$ cat src/rtl/cache_miss_sequencer.sv
// Single-miss sequencer for a set-associative cache: optional dirty-victim writeback,
// beat-by-beat refill of the victim way, then the victim's tag is rewritten.
module cache_miss_sequencer #(
  parameter int unsigned DATA_WIDTH      = 32,
  parameter int unsigned LINE_SIZE_BYTES = 64,
  parameter int unsigned WAYS            = 4,
  parameter int unsigned TAG_BITS        = 18,
  parameter int unsigned INDEX_WIDTH     = 8,
  parameter int unsigned OFFSET_WIDTH    = 6,
  localparam int unsigned BEATS          = LINE_SIZE_BYTES * 8 / DATA_WIDTH,
  localparam int unsigned BEAT_W         = $clog2(BEATS),
  localparam int unsigned WAY_W          = $clog2(WAYS),
  localparam int unsigned ADDRESS_WIDTH  = TAG_BITS + INDEX_WIDTH + OFFSET_WIDTH
) (
  input  logic                     clk,
  input  logic                     rst,
  input  logic                     i_miss_valid,
  output logic                     o_miss_ready,
  input  logic [ADDRESS_WIDTH-1:0] i_miss_address,
  input  logic [WAY_W-1:0]         i_victim_way,
  input  logic                     i_victim_dirty,
  input  logic [TAG_BITS-1:0]      i_victim_tag,
  output logic                     o_arr_rd_en,
  output logic                     o_arr_wr_en,
  output logic [WAY_W-1:0]         o_arr_way,
  output logic [INDEX_WIDTH-1:0]   o_arr_index,
  output logic [BEAT_W-1:0]        o_arr_beat,
  input  logic [DATA_WIDTH-1:0]    i_arr_rd_data,
  output logic [DATA_WIDTH-1:0]    o_arr_wr_data,
  output logic                     o_tag_wr_en,
  output logic                     o_tag_wr_valid,
  output logic [TAG_BITS-1:0]      o_tag_wr_tag,
  output logic                     o_mem_req_valid,
  input  logic                     i_mem_req_ready,
  output logic                     o_mem_req_write,
  output logic [ADDRESS_WIDTH-1:0] o_mem_req_addr,
  output logic                     o_mem_wdata_valid,
  input  logic                     i_mem_wdata_ready,
  output logic [DATA_WIDTH-1:0]    o_mem_wdata,
  input  logic                     i_mem_rdata_valid,
  input  logic [DATA_WIDTH-1:0]    i_mem_rdata,
  output logic                     o_busy,
  output logic                     o_done
);

  localparam logic [BEAT_W-1:0] LastBeat = BEAT_W'(BEATS - 1);

  typedef enum logic [2:0] {
    StIdle, StWbReq, StWbRd, StWbSend, StFillReq, StFillData, StTagUpd, StDone
  } state_e;

  state_e                   state_q;
  logic [INDEX_WIDTH-1:0]   index_q;
  logic [TAG_BITS-1:0]      miss_tag_q;
  logic [TAG_BITS-1:0]      victim_tag_q;
  logic [WAY_W-1:0]         way_q;
  logic [BEAT_W-1:0]        beat_q;
  logic [DATA_WIDTH-1:0]    hold_q;
  // Marks the first cycle of WB_SEND (data capture) and of FILL_REQ (tag invalidate).
  logic                     first_q;

  logic unused_offset;
  assign unused_offset = ^i_miss_address[OFFSET_WIDTH-1:0];

  always_ff @(posedge clk) begin
    if (!rst) begin
      state_q      <= StIdle;
      index_q      <= '0;
      miss_tag_q   <= '0;
      victim_tag_q <= '0;
      way_q        <= '0;
      beat_q       <= '0;
      hold_q       <= '0;
      first_q      <= 1'b0;
    end else begin
      unique case (state_q)
        StIdle: begin
          if (i_miss_valid) begin
            index_q      <= i_miss_address[OFFSET_WIDTH +: INDEX_WIDTH];
            miss_tag_q   <= i_miss_address[ADDRESS_WIDTH-1 -: TAG_BITS];
            victim_tag_q <= i_victim_tag;
            way_q        <= i_victim_way;
            beat_q       <= '0;
            first_q      <= 1'b1;
            state_q      <= i_victim_dirty ? StWbReq : StFillReq;
          end
        end
        StWbReq: begin
          if (i_mem_req_ready) state_q <= StWbRd;
        end
        StWbRd: begin
          first_q <= 1'b1;
          state_q <= StWbSend;
        end
        StWbSend: begin
          first_q <= 1'b0;
          if (first_q) hold_q <= i_arr_rd_data;
          if (i_mem_wdata_ready) begin
            if (beat_q == LastBeat) begin
              beat_q  <= '0;
              first_q <= 1'b1;
              state_q <= StFillReq;
            end else begin
              beat_q  <= beat_q + 1'b1;
              state_q <= StWbRd;
            end
          end
        end
        StFillReq: begin
          first_q <= 1'b0;
          if (i_mem_req_ready) state_q <= StFillData;
        end
        StFillData: begin
          if (i_mem_rdata_valid) begin
            beat_q <= beat_q + 1'b1;
            if (beat_q == LastBeat) state_q <= StTagUpd;
          end
        end
        StTagUpd: state_q <= StDone;
        StDone:   state_q <= StIdle;
        default:  state_q <= StIdle;
      endcase
    end
  end

  always_comb begin
    o_miss_ready      = (state_q == StIdle);
    o_busy            = (state_q != StIdle);
    o_done            = (state_q == StDone);
    o_arr_way         = o_busy ? way_q : '0;
    o_arr_index       = o_busy ? index_q : '0;
    o_arr_beat        = '0;
    o_arr_rd_en       = 1'b0;
    o_arr_wr_en       = 1'b0;
    o_arr_wr_data     = '0;
    o_tag_wr_en       = 1'b0;
    o_tag_wr_valid    = 1'b0;
    o_tag_wr_tag      = '0;
    o_mem_req_valid   = 1'b0;
    o_mem_req_write   = 1'b0;
    o_mem_req_addr    = '0;
    o_mem_wdata_valid = 1'b0;
    o_mem_wdata       = '0;
    unique case (state_q)
      StWbReq: begin
        o_mem_req_valid = 1'b1;
        o_mem_req_write = 1'b1;
        o_mem_req_addr  = {victim_tag_q, index_q, {OFFSET_WIDTH{1'b0}}};
      end
      StWbRd: begin
        o_arr_rd_en = 1'b1;
        o_arr_beat  = beat_q;
      end
      StWbSend: begin
        // Array data is only valid in the first cycle; afterwards replay the held copy.
        o_mem_wdata_valid = 1'b1;
        o_mem_wdata       = first_q ? i_arr_rd_data : hold_q;
      end
      StFillReq: begin
        o_mem_req_valid = 1'b1;
        o_mem_req_addr  = {miss_tag_q, index_q, {OFFSET_WIDTH{1'b0}}};
        o_tag_wr_en     = first_q;
        o_tag_wr_tag    = first_q ? miss_tag_q : '0;
      end
      StFillData: begin
        o_arr_wr_en   = i_mem_rdata_valid;
        o_arr_wr_data = i_mem_rdata;
        o_arr_beat    = beat_q;
      end
      StTagUpd: begin
        o_tag_wr_en    = 1'b1;
        o_tag_wr_valid = 1'b1;
        o_tag_wr_tag   = miss_tag_q;
      end
      default: ;
    endcase
  end

endmodule

$ cat config.mk
export PLATFORM = sky130hd
export DESIGN_NAME = cache_miss_sequencer
export DESIGN_NICKNAME = d
export VERILOG_FILES = /design/src/rtl/cache_miss_sequencer.sv
export SDC_FILE = /design/constraint.sdc
export NUM_CORES = 1
export LEC_CHECK = 0
export CAP_MARGIN = 5
export CORE_ASPECT_RATIO = 1.75
export CORE_MARGIN = 2
export CORE_UTILIZATION = 35
export DETAILED_ROUTE_END_ITERATION = 7
export PLACE_DENSITY = 0.75
export SYNTH_ARGS = -nofsm -noshare
export SYNTH_HDL_FRONTEND = slang
export SYNTH_SLANG_ARGS = --single-unit
$ cat constraint.sdc
create_clock -name clk -period 1.5 [get_ports clk]
set_input_delay 0.3 -clock clk [delete_from_list [all_inputs] [get_ports clk]]
set_output_delay 0.3 -clock clk [all_outputs]
set_load 0.02 [all_outputs]
======== Yosys cells after proc, flatten, opt, wreduce, memory -nomap -nowiden ========
Index checks and enable logic that the tools add are counted.
Widths: inputs -> output; s select.
storage, ports and cells
  register bits ........................... 86
  latch bits .............................. 0
  memory bits (writable) .................. 0
  bits in read-only memories .............. 0
  bits of input ports ..................... 123
  output and inout port bits .............. 138
  logic and storage cells ................. 67
  memories ................................ 0
cells by class
  add/subtract/negate cells ............... 1
  multipliers ............................. 0
  divide/modulo/power cells ............... 0
  magnitude comparators ................... 0
  eq/ne operators ......................... 14
  shift-type cells ........................ 0
  mux-type cells .......................... 34
  bitwise gates (word level) .............. 0
  reduce and logical (&&, ||, !) cells .... 10
operator list
  operator             number
  $mux 32              3
  $pmux 32 s2          1
  $pmux 18 s2          1
  $mux 3               8
  $pmux 3 s8           1
  $mux 4               5
  $mux 18              1
  $eq 3x3->1 const B   4
  $ne 2x2->1 const B   6
  $pmux 4 s3           1
  $mux 1               9
  $mux 8               1
  $eq 3x2->1 const B   2
  $reduce_and 6->1     1
  $reduce_bool 3->1    2
  $add 4x1->4 const B  1
  $eq 4x4->1 const B   1
  $pmux 1 s4           1
  $reduce_and 2->1     2
  $reduce_and 4->1     1
  $reduce_bool 4->1    1
  $reduce_or 2->1      2
  $eq 3x1->1 const B   1
  $logic_not 3->1      1
  2 further kinds      2

======== Longest topological paths before layout ========
  word-level depth ........................ 4
  gate-level depth with buffers ........... 8
  depth with buffers taken out ............ 5

======== Worst setup path before layout ========
Ideal clock, no wire load.
  path type ............................... reg2out
  start point ............................. register state_q[1]
  end point ............................... output port o_arr_beat[0]
  data arrival time ....................... 1.815 ns
  required time ........................... 1.200 ns
  slack ................................... -0.615 ns
  stages on the path, launching flop included .. 7
  buffers on the path ..................... 2
  cells stage by stage .................... dfxtp_1 > buf_4 > buf_2 > inv_1 > nor3_1 > nor2_1 > nor2b_1
on the way
  cells in the longest elaborated chain, start to end .. 3
  elaborated cells on any way between the ends .. 4
  classes of those cells .................. eq/ne: 2; mux: 1; reduce/logical: 1
ends and longest elaborated chain
  what                                             RTL line  text
  from (decl)                                      52        state_e state_q;
  from (signal assigned)                           67        state_q <= StIdle;
  from (signal assigned)                           85        state_q <= i_victim_dirty ? StWbReq : StFillReq;
  from (signal assigned)                           89        if (i_mem_req_ready) state_q <= StWbRd;
  $eq 3x3->1 / $eq 3x2->1 (equally long branches)  144       unique case (state_q)
  $reduce_or 2->1 (no line) (*)                    --
  $mux 4 (*)                                       144
  to (decl)                                        27        output logic [BEAT_W-1:0] o_arr_beat,
Every way passes the cells marked *; elsewhere a longest branch is shown, timed or not.

======== Final worst setup path ========
  start point ............................. register state_q[0]
  end point ............................... output port o_arr_beat[1]
The elaborated chain is that of the path after synthesis.

==> metrics.txt <==
Clock Latency Late Sink=approximately 0.35 ns; CTS sink count=86; Final ANT Viol Nets=0; Worst Path Max Fanout=18; Synth area leader=dfxtp_1; Crit path largest cell delay=about 0.41 ns; Longest Clk Path Bufs=2; final setup margin=-0.425 ns; CTS clock-pin slew for the worst setup and hold paths=around 0.060 ns; top cell type's share of synthesized area=38.0%; Vias/cell=5.15; Peak Freq=about 520 MHz; grt ovf=0; Final Hold Viols=0; CP cell instances=and3b_2, buf_12, nor2_4, buf_6, nor2b_4, buf_6; Netlist Area Pre-Place=4540 µm²; PortBufs=between 200 and 250; static power due to leakage=just under 0.004 µW; 1st-iter DRT viols=roughly 190; Net Sw Power=4260 µW; Syn. warnings=0; Setup crit end kind=primary output; Post-Syn Instances=about 600; clk_skew=0.0123 ns; FF+latch area=roughly 1700 µm²; P_int=about 7100 µW; slowest CP cell=dfxtp_4; critical path data required time=1.20 ns; CTS tree=built; RSZ-0062 raised after global routing=yes; Final min period=~1.9 ns; combinational power share=a little over half; Yosys cell types=41; Cell Pwr Density=around 1200 nW/µm²; Worst EP arrival=between 1.5 and 2 ns; number of enable flip-flop cells after synthesis=0; Multi-input gate area=between 3000 and 4000 µm²; Core Area=12800 µm²; Initial Utilization=35.4%; Synth async-reset ratio=0%; clock root cell=clkbuf_16; ys flop type=dfxtp_1; ranking of synthesized cells by area=dfxtp_1, nand2_1, a21oi_1, and2_1, mux2i_1; failing checks=negative setup slack; layout cells sized above 1=roughly half; CTS H-tree depth=3; Peak VDD IR=roughly 780 µV; share of the yosys chip area belonging to registers=38.0%; GRT Overall Usage=between 20% and 30%; initial antenna violation count=0; Final Setup Violations=217; HPWL Detailed=12000 µm; most frequent cells in the layout=nand2_1, buf_6, clkdlybuf4s50_1, dfxtp_1, a21oi_1; Die ar.=roughly 14000 µm²; CP dominant cell by count=buf_6; number of global-route vias before repair=roughly 5300; Synth Area per Inst=around 7.6 µm²; DR vias=between 5000 and 6000; Max Cap Viol=0; height of the die=roughly 150 µm; Top Family by Delay on Critical Path=simple AND/OR/NAND/NOR gates; DRT Pass-1 Iters=4; Filler cells=approximately 920; worst hold slack=about 0.46 ns; Synth Register Bits=86; status=finished with violations; Die W=roughly 90 µm; Pwr Total=11300 µW; sw frac=37.6%; number of placed I/O pins=261; Rows=55; Flop pwr share=around a quarter; wire length per cell=19.2 µm; Layout area overhead=107%; Worst Setup Start Kind=flop; fin nets=1018; first-pass GRT wire length=between 20000 and 30000 µm; CTS Buf Count=9; Routability Congestion=approximately 0.93; WL final=between 20000 and 25000 µm; CP Class=flop to primary output; fin. max-slew vios=0; Ant. Diodes=0; Tcrit/Tclk final=128%; most common cell after layout, fill and taps aside=nand2_1; largest net degree at the start of global routing=47; Clk network pwr share=approximately a fifth; FF-to-FF setup slack=-0.30 ns; detailed-route DRC error count=0; Hold Crit Class=flop to flop; Buf/Inv on CP=3
[repair_timing]
item	in CTS	in global routing
buffers inserted	12	13
cloned	3	15
hold buffers	0	0
gates resized for setup	580	392
setup endpoints to repair	217	218
pin swaps	6	71
[cell type report]
| type | instances | area share, % |
|---|---|---|
| tap | 171 | 2.28 |
| clock buffer | 9 | 2.39 |
| timing repair buffer | 332 | 39.1 |
| clock inverter | 6 | 1.02 |
| multi-input combinational | 461 | 36.4 |
| sequential | 86 | 18.5 |
| inverter | 4 | 0.293 |
[per-stage QoR]
step	cell area, µm²	worst slack (ns)	std cells	util, %	TNS (ns)
final	9400	-0.425	1069	73.5	-58.55
after global routing	9400	-0.487	1069	73.5	-69.87
after CTS	8210	-0.471	1045	64.1	-66.54
after detailed placement	7740	-0.529	1015	60.5	-77.01
after global placement	7740	-0.479	1015	60.5	-69.65
after floorplan	4880	-0.0821	604	-	-0.969
[kinds of logic after synthesis]
group | count (synthesis) | share of synthesized area [%]
and+or+nand+nor | 299 | 30.8
AOI/OAI and AO/OA | 121 | 16.3
DFF | 86 | 38.0
buffers and inverters | 57 | 7.06
muxes | 34 | 7.53
adders and majority gates | 1 | 0.276
other | 1 | 0.0827
[final timing paths]
path	start	endpoint	depth (start not counted)
worst max-delay path	state_q[0]	o_arr_beat[1]	6
worst min-delay path	hold_q[0]	hold_q[0]	2
worst max register to register	state_q[0]	beat_q[2]	7
worst min register to register	hold_q[0]	hold_q[0]	2
[power by group through the flow]
stage	Combinational (µW)	Clock [µW]	Sequential (µW)
after floorplan	2720	0	2750
after global placement	4370	0	2830
after detailed placement	4460	0	2850
after CTS	4870	2450	2820
after global routing	6350	2540	2900
final	6050	2420	2870
[worst register-to-register path: stages, from the launching register on]
cell      delay, ns
dfxtp_4        0.38
and3b_2        0.28
buf_4          0.15
buf_6          0.13
buf_4          0.14
a221oi_2       0.35
o21ai_1        0.12
a21oi_1        0.18
[Yosys cell counts, types with 2 or more instances]
library cell / instances
nand2_1: 164
dfxtp_1: 86
a21oi_1: 84
and2_1: 63
nor2_1: 39
mux2i_1: 33
a22o_1: 18
clkbuf_1: 18
buf_2: 16
nor2b_1: 16
buf_4: 15
o21ai_0: 5
buf_6: 4
inv_1: 3
nand3_1: 3
nor3_1: 3
and3_1: 2
nand2b_1: 2
nand3b_1: 2
o21ai_1: 2
[registers in the layout, indices dropped and copies added (netlist names)]
name	cells
way_q	2
state_q	3
beat_q	4
victim_tag_q	18
index_q	8
first_q	1
miss_tag_q	18
hold_q	32
[routing by layer]
layer | up-vias | GRT usage [%] | routed length [µm]
met5 | - | 0 | 0
met4 | 0 | 10.6 | 686
met3 | 56 | 5.50 | 1100
li1 | 2561 | - | -
met1 | 2657 | 22.8 | 6940
met2 | 232 | 46.3 | 11800
Power figures use the tool's default switching activity.
